<file path="src/rtl/tdc_therm_decoder.sv">
// tdc_therm_decoder
// -----------------------------------------------------------------------------
// Converts the thermometer code captured from a CARRY4 tapped delay line into a
// binary tap count. The path is a fixed four-stage pipeline followed by a
// 1-entry output register:
//   S1 capture    : register CO_TAP on HIT_I
//   S2 filter     : 3-input majority bubble filter (t[-1]=1, t[TAPS]=0)
//   S3 group count: 3-bit popcount per CARRY4 (4-bit group)
//   S4 sum        : adder tree of group counts (combinational into the
//                   output register)
// HIT_I in cycle n -> VALID_O in cycle n+4 when the output register accepts it.
//
// Handshake (output side): a result transfers on any rising edge of C where
// VALID_O=1 and READY_I=1. While VALID_O=1 and READY_I=0 the BIN_O/OVF_O
// values are held. The pipeline itself never stalls: a result that reaches
// the output register while it is full and not being drained is dropped,
// which pulses DROP_O for one cycle and bumps the saturating DROP_CNT.
//
// Ports:
//   C        clock, rising edge
//   CLR_N    asynchronous active-low reset
//   HIT_I    1-cycle strobe, CO_TAP valid this cycle
//   CO_TAP   raw chain capture, bit 4k+j = CO[j] of CARRY4 k
//   READY_I  consumer ready
//   BIN_O    count of ones after bubble correction
//   VALID_O  BIN_O/OVF_O valid
//   OVF_O    corrected code all ones (edge ran past the chain end)
//   DROP_O   1-cycle pulse when a result is lost
//   DROP_CNT saturating count of lost results
// -----------------------------------------------------------------------------
module tdc_therm_decoder #(
  parameter  int TAPS = 64,
  localparam int OUTW = $clog2(TAPS + 1)
) (
  input  logic            C,
  input  logic            CLR_N,
  input  logic            HIT_I,
  input  logic [TAPS-1:0] CO_TAP,
  input  logic            READY_I,
  output logic [OUTW-1:0] BIN_O,
  output logic            VALID_O,
  output logic            OVF_O,
  output logic            DROP_O,
  output logic [7:0]      DROP_CNT
);

  localparam int NGRP = TAPS / 4;

  // S1 capture
  logic [TAPS-1:0] t_q, t_d;
  logic            v1_q, v1_d;
  // S2 bubble filter
  logic [TAPS-1:0] c_q, c_d;
  logic            v2_q, v2_d;
  // S3 per-group counts
  logic [2:0]      grp_q [NGRP];
  logic [2:0]      grp_d [NGRP];
  logic            v3_q, v3_d;
  // S4 sum (combinational) and output register
  logic [OUTW-1:0] sum;
  logic            sum_ovf;
  logic            load, drop;
  logic            valid_q, valid_d;
  logic [OUTW-1:0] bin_q, bin_d;
  logic            ovf_q, ovf_d;
  logic            drop_q, drop_d;
  logic [7:0]      drop_cnt_q, drop_cnt_d;

  // Filter input extended with the chain boundary values: bit 0 is t[-1]=1,
  // bit TAPS+1 is t[TAPS]=0, so ext[i+1] = t[i].
  logic [TAPS+1:0] ext;

  always_comb begin
    // S1: hold the last sample when idle so the capture bank does not toggle.
    t_d  = HIT_I ? CO_TAP : t_q;
    v1_d = HIT_I;

    // S2: majority of each tap and its two neighbours.
    ext  = {1'b0, t_q, 1'b1};
    c_d  = '0;
    for (int i = 0; i < TAPS; i++) begin
      c_d[i] = (ext[i] & ext[i+1]) | (ext[i] & ext[i+2]) | (ext[i+1] & ext[i+2]);
    end
    v2_d = v1_q;

    // S3: popcount per CARRY4 group (0..4).
    for (int k = 0; k < NGRP; k++) begin
      grp_d[k] = {2'b00, c_q[4*k]}   + {2'b00, c_q[4*k+1]}
               + {2'b00, c_q[4*k+2]} + {2'b00, c_q[4*k+3]};
    end
    v3_d = v2_q;

    // S4: sum of group counts; OUTW holds TAPS exactly so nothing is lost.
    sum = '0;
    for (int k = 0; k < NGRP; k++) begin
      sum = sum + {{(OUTW-3){1'b0}}, grp_q[k]};
    end
    sum_ovf = (sum == OUTW'(TAPS));

    // Output register: load when empty or being drained this cycle.
    load = v3_q & (~valid_q | READY_I);
    drop = v3_q & valid_q & ~READY_I;

    valid_d    = load | (valid_q & ~READY_I);
    bin_d      = load ? sum     : bin_q;
    ovf_d      = load ? sum_ovf : ovf_q;
    drop_d     = drop;
    drop_cnt_d = (drop && (drop_cnt_q != 8'hFF)) ? drop_cnt_q + 8'd1 : drop_cnt_q;
  end

  always_ff @(posedge C or negedge CLR_N) begin
    if (!CLR_N) begin
      t_q        <= '0;
      v1_q       <= 1'b0;
      c_q        <= '0;
      v2_q       <= 1'b0;
      for (int k = 0; k < NGRP; k++) grp_q[k] <= '0;
      v3_q       <= 1'b0;
      valid_q    <= 1'b0;
      bin_q      <= '0;
      ovf_q      <= 1'b0;
      drop_q     <= 1'b0;
      drop_cnt_q <= '0;
    end else begin
      t_q        <= t_d;
      v1_q       <= v1_d;
      c_q        <= c_d;
      v2_q       <= v2_d;
      for (int k = 0; k < NGRP; k++) grp_q[k] <= grp_d[k];
      v3_q       <= v3_d;
      valid_q    <= valid_d;
      bin_q      <= bin_d;
      ovf_q      <= ovf_d;
      drop_q     <= drop_d;
      drop_cnt_q <= drop_cnt_d;
    end
  end

  assign BIN_O    = bin_q;
  assign VALID_O  = valid_q;
  assign OVF_O    = ovf_q;
  assign DROP_O   = drop_q;
  assign DROP_CNT = drop_cnt_q;

endmodule

</file>
<file path="config.mk">
export PLATFORM = sky130hd
export DESIGN_NAME = tdc_therm_decoder
export DESIGN_NICKNAME = d
export VERILOG_FILES = /design/src/rtl/tdc_therm_decoder.sv
export SDC_FILE = /design/constraint.sdc
export NUM_CORES = 1
export LEC_CHECK = 0
export BUFFER_PORTS_ARGS = -buffer_cell sky130_fd_sc_hd__buf_2
export CAP_MARGIN = 20
export CORE_UTILIZATION = 50
export DETAILED_ROUTE_END_ITERATION = 8
export PLACE_DENSITY = 0.68
export SYNTH_ARGS = -nofsm -noshare
export SYNTH_HDL_FRONTEND = slang
export SYNTH_SLANG_ARGS = --single-unit
</file>
<file path="constraint.sdc">
create_clock -name C -period 8.4 [get_ports C]
set_input_delay 0.42 -clock C [delete_from_list [all_inputs] [get_ports C]]
set_output_delay 0.42 -clock C [all_outputs]
set_load 0.02 [all_outputs]
</file>
==> summary.md, run 1 <==
| Metric | Value |
|---|---|
| Number of global-route vias before repair | `a little over 5k` |
| EDFF count, synth | `0` |
| Arrival time reported for the critical path endpoint | `5.45 ns` |
| Via density per instance | `4.73` |
| Number of vias after detailed routing | `4658` |
| Setup violations, final | `0` |
| Initial core utilization | `51.7%` |
| Highest fanout seen on the critical path | `4` |
| Depth of the CTS H-tree | `4` |
| Clock latency at the later pin of the worst-skew pair | `0.42 ns` |
| Routability Congestion | `around 0.77` |
| Launch point of the worst reg-to-reg path | `grp_q[2]$_DFF_PN0_` |
| Number of gates resized after cts | `0` |
| Area growth from synthesis to layout | `14.7%` |
| Number of sinks on the clock net | `197` |
| Share of the yosys chip area belonging to registers | `between 50% and 60%` |
| Floorplan die width | `136 µm` |
| Total of max-cap violations | `0` |
| Buffers added on ports | `85` |
| Most common library cell in the layout ignoring fill and taps | `sky130_fd_sc_hd__dfrtp_1` |
| Total negative slack | `0 ns` |
| Total congestion overflow after global routing | `0` |
| Routed wire length per instance | `13.0 µm` |
| Class of the worst hold path | `in -> async` |
| Total Routing Usage GR | `16.2%` |
| HPWL after DPL | `9.48 mm` |
| Post-CTS setup-driven buffer insertion count | `0` |
| Pins over their slew limit | `0` |
| Count of cells along the worst register-to-register path | `13` |
| Asr flop ratio synth | `between 90% and 100%` |
| Pin count of the biggest net entering global routing | `129` |
| Post-CTS clock slew at the launch and capture registers of the worst setup and hold paths | `0.07 ns` |
| Final hold violation count | `0` |
| Drt total wl | `12.8 mm` |
| Mapped Cells | `649` |
| Syn avg cell area | `13.9 µm²` |
| Top Ports | `86` |
| Number of iterations in the first detailed-routing pass | `4` |
| Root cell of the clock tree | `sky130_fd_sc_hd__clkbuf_16` |
| CTS max path bufs | `2` |
| Post-synthesis cell type count | `36` |
| Final Skew | `0.00800 ns` |
| Period utilisation layout | `roughly three fifths` |
| Actual slew at the worst max-slew pin | `0.983 ns` |
| Total Nets Final | `919` |
| Die outline area | `18600 µm²` |
| Yosys synthesis warning count | `0` |
| Antenna violations before repair | `0` |
| Unrepaired setup endpoints after global routing | `false` |
| Cell area after synthesis | `9030 µm²` |
| Crit Reg-Reg Endpoint | `OVF_O$_DFFE_PN0P_` |
| Final non-filler cell area | `10400 µm²` |
| FF-to-FF setup slack | `3.29 ns` |
| Detail Route Antenna Nets | `0` |
| Fraction of final layout cells sized beyond drive strength 1 | `25.5%` |
| Inserted Clock Buffers | `17` |
| Number of synthesized register bits | `slightly below 200` |
| Commonest non-fill, non-tap cells in the layout | `sky130_fd_sc_hd__dfrtp_1, sky130_fd_sc_hd__inv_1, sky130_fd_sc_hd__buf_2` |
| Core area | `approximately 17000 µm²` |
| Remaining routing DRC violations | `0` |
| Wire length of the first global-routing pass | `23.2 mm` |
| Max transition margin | `roughly a third` |
| Std-Cell Rows | `48` |
| Maximum operating frequency | `196 MHz` |
| Fraction of the core area covered by cells at the end of the flow | `59.3%` |
| Count of routing violations after the opening detailed-route iteration | `between 150 and 200` |
| Hold bufs inserted after CTS | `0` |
| Y dimension of the die | `136 µm` |
| Net count after synthesis | `821` |
| Worst setup SP type | `register` |
| Placement Cell Area | `9720 µm²` |
| Diodes inserted | `0` |
| Final critical delay including setup and external delays | `5.11 ns` |
| Primary FF master, synth | `sky130_fd_sc_hd__dfrtp_1` |
| Status | `completed` |
| Clock tree from TritonCTS | `built` |
| Worst EP required | `a little under 9 ns` |
| Worst setup path class | `reg -> reg` |
| Critical path capture point type | `register` |
==> kinds of logic (layout without fill, tap and decap cells) <==
family | count (synthesis) | in the layout | synth area share, %
AOI/OAI and AO/OA | 14 | 14 | 1.27
xor gates and xnor gates | 10 | 10 | 0.970
muxes | 67 | 67 | 8.36
buffers and inverters | 157 | 268 | 6.69
DFF | 197 | 197 | 54.6
and+or+nand+nor | 38 | 38 | 2.18
adders and majority gates | 166 | 166 | 25.9
==> through the flow <==
step | setup slack (ns) | std cells | hold slack [ns]
detailed placement | 3.26 | 953 | 0.336
finish | 3.29 | 985 | 0.137
CTS | 3.24 | 985 | 0.199
floorplan | 3.46 | 649 | 0.124
global route | 3.06 | 985 | 0.204
global placement | 3.37 | 953 | 0.333
==> flip-flops by register name (all words and copies together), names as in the netlist <==
register	flops
DROP_O	1
BIN_O	7
v3_q	1
c_q	64
DROP_CNT	8
OVF_O	1
v2_q	1
t_q	64
VALID_O	1
v1_q	1
grp_q	48
==> critical path: stages (launching register included) <==
cell	delay, ns
sky130_fd_sc_hd__dfrtp_1	0.39
sky130_fd_sc_hd__fa_1	0.53
sky130_fd_sc_hd__inv_1	0.05
sky130_fd_sc_hd__fa_1	0.50
sky130_fd_sc_hd__fa_1	0.52
sky130_fd_sc_hd__fa_1	0.51
sky130_fd_sc_hd__fa_1	0.52
sky130_fd_sc_hd__fa_1	0.61
sky130_fd_sc_hd__inv_1	0.07
sky130_fd_sc_hd__ha_1	0.29
sky130_fd_sc_hd__a211oi_2	0.09
sky130_fd_sc_hd__or4b_1	0.50
sky130_fd_sc_hd__a31o_1	0.24
sky130_fd_sc_hd__o31ai_2	0.18
==> per-layer routing <==
metal,global-route usage [%],routed length [µm],vias to the layer above
li1,-,-,2235
met1,20.2,5650,2352
met2,27.7,6620,60
met3,4.03,412,11
met4,4.63,149,0
met5,0,0,-
==> layout make-up <==
type / count / area, µm²
clock buffer: 17 / 425
inverter: 149 / 559
sequential: 197 / 4930
timing repair buffer: 87 / 449
fill: 1359 / 7120
tap: 225 / 282
multi-input combinational: 295 / 3500
clock inverter: 15 / 216
==> synth_stat cells (2+ instances only) <==
cell                       number  area share [%]
sky130_fd_sc_hd__dfrtp_1      197              55
sky130_fd_sc_hd__inv_1        149             6.2
sky130_fd_sc_hd__mux2_2        67             8.4
sky130_fd_sc_hd__maj3_1        62             6.9
sky130_fd_sc_hd__fa_1          56              12
sky130_fd_sc_hd__ha_1          48             6.7
sky130_fd_sc_hd__nand2_1       15            0.62
sky130_fd_sc_hd__buf_2          6            0.33
sky130_fd_sc_hd__nor2_1         6            0.25
sky130_fd_sc_hd__xnor2_1        5            0.48
sky130_fd_sc_hd__xor2_1         5            0.48
sky130_fd_sc_hd__and3b_1        2            0.19
sky130_fd_sc_hd__nand2b_1       2            0.14
sky130_fd_sc_hd__nand4_1        2            0.14
sky130_fd_sc_hd__nor3_1         2            0.11
sky130_fd_sc_hd__o211ai_1       2            0.17
sky130_fd_sc_hd__o21ai_0        2            0.11
sky130_fd_sc_hd__o31ai_2        2            0.28
sky130_fd_sc_hd__or2_2          2            0.14
==> worst max path at each step <==
| stage | to | start |
|---|---|---|
| after floorplan | OVF_O$_DFFE_PN0P_ | grp_q[2]$_DFF_PN0_ |
| after global placement | OVF_O$_DFFE_PN0P_ | grp_q[2]$_DFF_PN0_ |
| after detailed placement | OVF_O$_DFFE_PN0P_ | grp_q[2]$_DFF_PN0_ |
| after CTS | OVF_O$_DFFE_PN0P_ | grp_q[2]$_DFF_PN0_ |
| after global routing | OVF_O$_DFFE_PN0P_ | grp_q[2]$_DFF_PN0_ |
| final | OVF_O$_DFFE_PN0P_ | grp_q[2]$_DFF_PN0_ |
Power of run 1 is not shown: default switching activity piles up to over one toggle a cycle in this logic, so the estimate is an artifact.
==> run 2, diff against run 1 <==
--- a/config.mk
+++ b/config.mk
@@ -9,7 +9,7 @@
 export CAP_MARGIN = 20
 export CORE_UTILIZATION = 50
 export DETAILED_ROUTE_END_ITERATION = 8
-export PLACE_DENSITY = 0.68
+export PLACE_DENSITY = 0.71
 export SYNTH_ARGS = -nofsm -noshare
 export SYNTH_HDL_FRONTEND = slang
 export SYNTH_SLANG_ARGS = --single-unit
==> constraint.sdc (replaced) <==
create_clock -name C -period 4.2 [get_ports C]
set_input_delay 0.21 -clock C [delete_from_list [all_inputs] [get_ports C]]
set_output_delay 0.21 -clock C [all_outputs]
set_load 0.02 [all_outputs]
==> run 2 against run 1 <==
Net effect: hold slack got worse by 0.12 ns; the flow now finishes with violations (setup timing); core utilization rose by 3.0 points; via count rose by 3.5%; sequential cell count did not move; worst setup slack got worse by 3.9 ns; clock-buffer cell count rose by 6; critical endpoint unchanged; largest cell class unchanged; first-iteration DRC count fell by 15%; clock skew barely moved.
==> summary.md, run 2 (same netlist as run 1, synthesis figures left out) <==
| Metric | Value |
|---|---|
| Status | `finished, violations left (was completed)` |
| Violations in the final reports | `setup timing` |
| Post-Layout Cell Count | `1033 (was 985)` |
| Area growth from synthesis to layout | `20.4% (was 14.7%)` |
| Critical path capture point type | `register (unchanged)` |
| Std-Cell Rows | `48 (unchanged)` |
| Final hold violation count | `0 (unchanged)` |
| Master of the slowest instance on the critical path | `sky130_fd_sc_hd__fa_1 (unchanged)` |
| Most common library cell in the layout ignoring fill and taps | `sky130_fd_sc_hd__dfrtp_1 (unchanged)` |
| Worst setup slack before clock tree synthesis | `-0.585 ns (was 3.26 ns)` |
| Die outline area | `18600 µm² (unchanged)` |
| Final Skew | `0.00755 ns (was 0.00800 ns)` |
| CP Cell Sequence | `fa_1 -> inv_1 -> fa_1 -> fa_2 -> fa_1 -> fa_1 -> fa_1 -> inv_2 -> ha_4 -> a211oi_2 -> or4b_1 -> a31o_1 -> o31ai_2 (was fa_1 -> inv_1 -> fa_1 -> fa_1 -> fa_1 -> fa_1 -> fa_1 -> inv_1 -> ha_1 -> a211oi_2 -> or4b_1 -> a31o_1 -> o31ai_2)` |
| Antenna violations before repair | `0 (unchanged)` |
| Met3 capacity usage during global routing | `4.06% (was 4.03%)` |
| Launch point of the worst reg-to-reg path | `grp_q[2]$_DFF_PN0_ (unchanged)` |
| Clock latency at the later pin of the worst-skew pair | `0.42 ns (about the same)` |
| Pins over their slew limit | `0 (unchanged)` |
| Worst setup path class | `reg -> reg (unchanged)` |
| Worst setup SP type | `register (unchanged)` |
| Count of cells along the worst register-to-register path | `13 (unchanged)` |
| Worst setup startpoint | `grp_q[2]$_DFF_PN0_ (unchanged)` |
| Initial core utilization | `51.7% (unchanged)` |
| Period utilisation layout | `114% (was 60.9%)` |
| Met2 track demand over resource | `28.0% (was 27.7%)` |
| Hold Path Origin | `CO_TAP[41]` |
| Total congestion overflow after global routing | `0 (unchanged)` |
| Met1 track demand over resource | `21.3% (was 20.2%)` |
| Fraction of final layout cells sized beyond drive strength 1 | `27.5% (was 25.5%)` |
| Number of iterations in the first detailed-routing pass | `4 (unchanged)` |
| Top flop regs | `c_q (64), t_q (64), grp_q (48) (unchanged)` |
| Post-CTS clock slew at the launch and capture registers of the worst setup and hold paths | `0.06 ns (was 0.07 ns)` |
| Stage delay of the slowest cell on the critical path | `0.54 ns (was 0.61 ns)` |
| Number of sinks on the clock net | `197 (unchanged)` |
| Count of routing violations after the opening detailed-route iteration | `138 (was 162)` |
| Number of global-route vias before repair | `5149 (was 5054)` |
| Root cell of the clock tree | `sky130_fd_sc_hd__clkbuf_16 (unchanged)` |
| Total Routing Usage GR | `16.7% (was 16.2%)` |
| Fraction of the core area covered by cells at the end of the flow | `62.2% (was 59.3%)` |
| Worst EP required | `4.54 ns (was 8.73 ns)` |
| Floorplan die width | `136 µm (unchanged)` |
| Filler Cells Inserted | `1327 (was 1359)` |
| Depth of the CTS H-tree | `4 (unchanged)` |
| Detail Route Antenna Nets | `0 (unchanged)` |
| Total Nets Final | `968 (was 919)` |
| Number of vias after detailed routing | `4820 (was 4658)` |
| Core area | `17500 µm² (unchanged)` |
| Buffers added on ports | `85 (unchanged)` |
| Routability Congestion | `0.772 (was 0.775)` |
| Setup ws final | `-0.581 ns (was 3.29 ns)` |
| Y dimension of the die | `136 µm (unchanged)` |
| Arrival time reported for the critical path endpoint | `5.12 ns (was 5.45 ns)` |
| Actual slew at the worst max-slew pin | `0.583 ns (was 0.983 ns)` |
| Via density per instance | `4.67 (was 4.73)` |
| Wire length of the first global-routing pass | `23.6 mm (was 23.2 mm)` |
| Total of max-cap violations | `0 (unchanged)` |
| Cell occurring most often along the worst timing path | `sky130_fd_sc_hd__fa_1 (unchanged)` |
| Total instance count after detailed placement | `965 (was 953)` |
| Cell depth of the worst min-delay path | `2` |
| Clock tree from TritonCTS | `built (unchanged)` |
| Placement Cell Area | `9830 µm² (was 9720 µm²)` |
| Drt total wl | `13.4 mm (was 12.8 mm)` |
| Class of the worst hold path | `in -> reg (was in -> async)` |
| Top Ports | `86 (unchanged)` |
| Final non-filler cell area | `10900 µm² (was 10400 µm²)` |
| HPWL after DPL | `9.47 mm (was 9.48 mm)` |
| CTS max path bufs | `2 (unchanged)` |
| Pin count of the biggest net entering global routing | `128 (was 129)` |
| Setup violations, final | `6 (was 0)` |
| Remaining routing DRC violations | `0 (unchanged)` |
| Post-CTS setup-driven buffer insertion count | `0 (unchanged)` |
| Most used routing layer in global routing | `met2 (unchanged)` |
| Routed wire length per instance | `13.0 µm (about the same)` |
| Highest fanout seen on the critical path | `2 (was 4)` |
| Final critical delay including setup and external delays | `4.78 ns (was 5.11 ns)` |
| Inserted Clock Buffers | `17 (unchanged)` |
| Max transition margin | `61.1% (was 34.4%)` |
| Maximum operating frequency | `209 MHz (was 196 MHz)` |
| FF-to-FF setup slack | `-0.58 ns (was 3.29 ns)` |
| Diodes inserted | `0 (unchanged)` |
| Commonest non-fill, non-tap cells in the layout | `sky130_fd_sc_hd__dfrtp_1, sky130_fd_sc_hd__inv_1, sky130_fd_sc_hd__buf_2 (unchanged)` |
| Unrepaired setup endpoints after global routing | `true (was false)` |
[run 2: area by class of cell]
cell class                      count  area (µm²)  area share [%]
Sequential cell                   197        4930            45.3
Multi-Input combinational cell    295        3580            32.9
Timing Repair Buffer              136         940            8.64
Inverter                          149         559            5.14
Clock buffer                       23         488            4.49
Tap cell                          225         282            2.59
Clock inverter                      8        98.8           0.909
[run 2: final timing paths]
path,to
setup / recovery,OVF_O$_DFFE_PN0P_
hold reg to reg,v2_q$_DFF_PN0_
max in group asynchronous,grp_q[40]$_DFF_PN0_
hold / removal,t_q[41]$_DFFE_PN0P_
min in group asynchronous,t_q[48]$_DFFE_PN0P_
setup reg to reg,OVF_O$_DFFE_PN0P_
[run 2: stage by stage]
step | TNS [ns] | hold WS (ns)
final | -2.30 | 0.0199
after global routing | -3.34 | 0.000416
after CTS | -2.21 | 0.000750
after detailed placement | -2.40 | 0.340
after global placement | -2.12 | 0.333
after floorplan | -1.29 | -0.0856
[run 2: routing by layer]
layer	vias to the layer above	wire length [µm]
li1	2330	-
met3	17	377
met1	2409	5960
met4	0	181
met5	-	0
met2	64	6930
[run 2: repair_timing]
item	CTS	global route
setup endpoints to repair	6	6
gates resized for setup	4	11
pin swaps	5	2
hold buffers	35	1
hold endpoints to repair	78	1
[run 2: critical path: cells and delay by family (launching register included)]
family | cells | cell delay (ns)
adders and majority gates | 7 | 3.25
and+or+nand+nor | 1 | 0.51
AOI/OAI and AO/OA | 3 | 0.45
DFF | 1 | 0.39
buffers and inverters | 2 | 0.10
Power of run 2 is left out for the same reason.
==> run 3, diff against run 2 <==
--- a/config.mk
+++ b/config.mk
@@ -10,6 +10,7 @@
 export CORE_UTILIZATION = 50
 export DETAILED_ROUTE_END_ITERATION = 8
 export PLACE_DENSITY = 0.71
+export SKIP_CTS_REPAIR_TIMING = 1
 export SYNTH_ARGS = -nofsm -noshare
 export SYNTH_HDL_FRONTEND = slang
 export SYNTH_SLANG_ARGS = --single-unit
==> run 3 against run 2 <==
Net effect: the flow still finishes with violations (setup timing); critical path type unchanged; die area unchanged; hold slack got worse by 0.0073 ns; fmax up 0.83%; largest cell class unchanged; sequential share of layout area is 1.2 points higher; clock-buffer cell count is the same; register-to-register slack improved by 0.04 ns.
==> summary.md, run 3 (same netlist as run 1, synthesis figures left out) <==
| Metric | Value |
|---|---|
| Status | `finished, violations left (unchanged)` |
| Violations in the final reports | `setup timing (unchanged)` |
| Commonest non-fill, non-tap cells in the layout | `sky130_fd_sc_hd__dfrtp_1, sky130_fd_sc_hd__inv_1, sky130_fd_sc_hd__buf_2 (unchanged)` |
| Worst EP required | `4.54 ns (about the same)` |
| Worst setup path class | `reg -> reg (unchanged)` |
| Routability Congestion | `0.772 (unchanged)` |
| Floorplan die width | `136 µm (unchanged)` |
| Inserted Clock Buffers | `17 (unchanged)` |
| Count of buffer and inverter cells on the critical path | `2 (unchanged)` |
| Total of max-cap violations | `0 (unchanged)` |
| Setup ws final | `-0.542 ns (was -0.581 ns)` |
| Master of the slowest instance on the critical path | `sky130_fd_sc_hd__fa_1 (unchanged)` |
| Initial core utilization | `51.7% (unchanged)` |
| Clock tree from TritonCTS | `built (unchanged)` |
| Root cell of the clock tree | `sky130_fd_sc_hd__clkbuf_16 (unchanged)` |
| Actual slew at the worst max-slew pin | `0.574 ns (was 0.583 ns)` |
| Cell occurring most often along the worst timing path | `sky130_fd_sc_hd__fa_1 (unchanged)` |
| Clock latency at the later pin of the worst-skew pair | `0.42 ns (about the same)` |
| Number of iterations in the first detailed-routing pass | `4 (unchanged)` |
| Final hold violation count | `0 (unchanged)` |
| Count of routing violations after the opening detailed-route iteration | `136 (was 138)` |
| Y dimension of the die | `136 µm (unchanged)` |
| Antenna violations before repair | `0 (unchanged)` |
| Pins over their slew limit | `0 (unchanged)` |
| Final Skew | `0.00823 ns (was 0.00755 ns)` |
| Post-Layout Cell Count | `1008 (was 1033)` |
| Max transition margin | `61.7% (was 61.1%)` |
| Diodes inserted | `0 (unchanged)` |
| Total Routing Usage GR | `16.2% (was 16.7%)` |
| Buffers added on ports | `85 (unchanged)` |
| Pin count of the biggest net entering global routing | `128 (unchanged)` |
| Highest fanout seen on the critical path | `2 (unchanged)` |
| Most common library cell in the layout ignoring fill and taps | `sky130_fd_sc_hd__dfrtp_1 (unchanged)` |
| Arrival time reported for the critical path endpoint | `5.08 ns (was 5.12 ns)` |
| Class of the worst hold path | `in -> reg (unchanged)` |
| Worst setup slack before clock tree synthesis | `-0.585 ns (unchanged)` |
| Number of vias after detailed routing | `4711 (was 4820)` |
| Fraction of the core area covered by cells at the end of the flow | `60.7% (was 62.2%)` |
| Stage delay of the slowest cell on the critical path | `0.54 ns (about the same)` |
| Hold_ws | `0.0126 ns (was 0.0199 ns)` |
| Total congestion overflow after global routing | `0 (unchanged)` |
| Total instance count after detailed placement | `965 (unchanged)` |
| Top Ports | `86 (unchanged)` |
| Maximum operating frequency | `211 MHz (was 209 MHz)` |
| Final critical delay including setup and external delays | `4.74 ns (was 4.78 ns)` |
| Top flop regs | `c_q (64), t_q (64), grp_q (48) (unchanged)` |
| Std-Cell Rows | `48 (unchanged)` |
| Core area | `17500 µm² (unchanged)` |
| Wire length of the first global-routing pass | `22.9 mm (was 23.6 mm)` |
| Post-CTS clock slew at the launch and capture registers of the worst setup and hold paths | `0.07 ns (was 0.06 ns)` |
| Fraction of final layout cells sized beyond drive strength 1 | `27.8% (was 27.5%)` |
| Via density per instance | `4.67 (about the same)` |
| FF-to-FF setup slack | `-0.54 ns (was -0.58 ns)` |
| Area growth from synthesis to layout | `17.4% (was 20.4%)` |
| Unrepaired setup endpoints after global routing | `true (unchanged)` |
| Critical path capture point type | `register (unchanged)` |
| Depth of the CTS H-tree | `4 (unchanged)` |
| HPWL after DPL | `9.47 mm (unchanged)` |
| Period utilisation layout | `113% (was 114%)` |
| Drt total wl | `12.8 mm (was 13.4 mm)` |
| Routed wire length per instance | `12.7 µm (was 13.0 µm)` |
| Number of global-route vias before repair | `4973 (was 5149)` |
| CP Cell Sequence | `fa_1 -> inv_1 -> fa_1 -> fa_1 -> fa_1 -> fa_1 -> fa_1 -> inv_2 -> ha_4 -> a211oi_2 -> or4b_1 -> a31o_1 -> o31ai_2 (was fa_1 -> inv_1 -> fa_1 -> fa_2 -> fa_1 -> fa_1 -> fa_1 -> inv_2 -> ha_4 -> a211oi_2 -> or4b_1 -> a31o_1 -> o31ai_2)` |
| CTS max path bufs | `2 (unchanged)` |
| Number of sinks on the clock net | `197 (unchanged)` |
| Total Nets Final | `943 (was 968)` |
| Setup violations, final | `6 (unchanged)` |
| Detail Route Antenna Nets | `0 (unchanged)` |
| Remaining routing DRC violations | `0 (unchanged)` |
| Die outline area | `18600 µm² (unchanged)` |
| Top cell family by delay on the critical path | `adder cells (unchanged)` |
| Worst setup SP type | `register (unchanged)` |
run 3: cell count changes in the layout (fill, tap and decap cells not counted), moves of 2 or more:
cell,change
sky130_fd_sc_hd__dlygate4sd3_1,-25
sky130_fd_sc_hd__nor2_1,+2
sky130_fd_sc_hd__nor2_2,-2
sky130_fd_sc_hd__o21ai_1,+2
run 3: final timing paths:
kind	start	end	cells after the start
min reg2reg	v1_q$_DFF_PN0_	v2_q$_DFF_PN0_	0
min	CO_TAP[56]	t_q[56]$_DFFE_PN0P_	2
max in group asynchronous	CLR_N	grp_q[40]$_DFF_PN0_	4
max	grp_q[2]$_DFF_PN0_	OVF_O$_DFFE_PN0P_	13
min in group asynchronous	CLR_N	t_q[48]$_DFFE_PN0P_	2
max reg2reg	grp_q[2]$_DFF_PN0_	OVF_O$_DFFE_PN0P_	13
run 3: worst reg2reg max path, cell delays in order (launching register included):
cell	delay, ns
sky130_fd_sc_hd__dfrtp_1	0.39
sky130_fd_sc_hd__fa_1	0.54
sky130_fd_sc_hd__inv_1	0.05
sky130_fd_sc_hd__fa_1	0.50
sky130_fd_sc_hd__fa_1	0.44
sky130_fd_sc_hd__fa_1	0.53
sky130_fd_sc_hd__fa_1	0.43
sky130_fd_sc_hd__fa_1	0.53
sky130_fd_sc_hd__inv_2	0.05
sky130_fd_sc_hd__ha_4	0.26
sky130_fd_sc_hd__a211oi_2	0.06
sky130_fd_sc_hd__or4b_1	0.51
sky130_fd_sc_hd__a31o_1	0.22
sky130_fd_sc_hd__o31ai_2	0.16
run 3: area by class of cell:
| class | count | area (µm²) |
|---|---|---|
| clock inverters | 8 | 98.8 |
| repair buffers | 111 | 689 |
| inverters | 149 | 559 |
| flip-flops and latches | 197 | 4930 |
| multi-input cells | 295 | 3560 |
| fillers | 1348 | 6870 |
| well taps | 225 | 282 |
| clock buffers | 23 | 488 |
run 3: per-layer routing:
layer | global-route usage, % | part of all wire [%] | vias to the layer above
met1 | 20.8 | 45 | 2348
met2 | 26.7 | 51 | 66
li1 | - | - | 2280
met5 | 0 | 0 | -
met3 | 4.03 | 2.9 | 17
met4 | 5.56 | 1.4 | 0
run 3: per-stage QoR:
stage                     TNS [ns]  instance area (µm²)
after CTS                    -2.48                10400
after global placement       -2.12                 9830
final                        -2.13                10600
after detailed placement     -2.40                 9830
after floorplan              -1.29                 9040
after global routing         -3.23                10600
Power of run 3 is left out for the same reason.
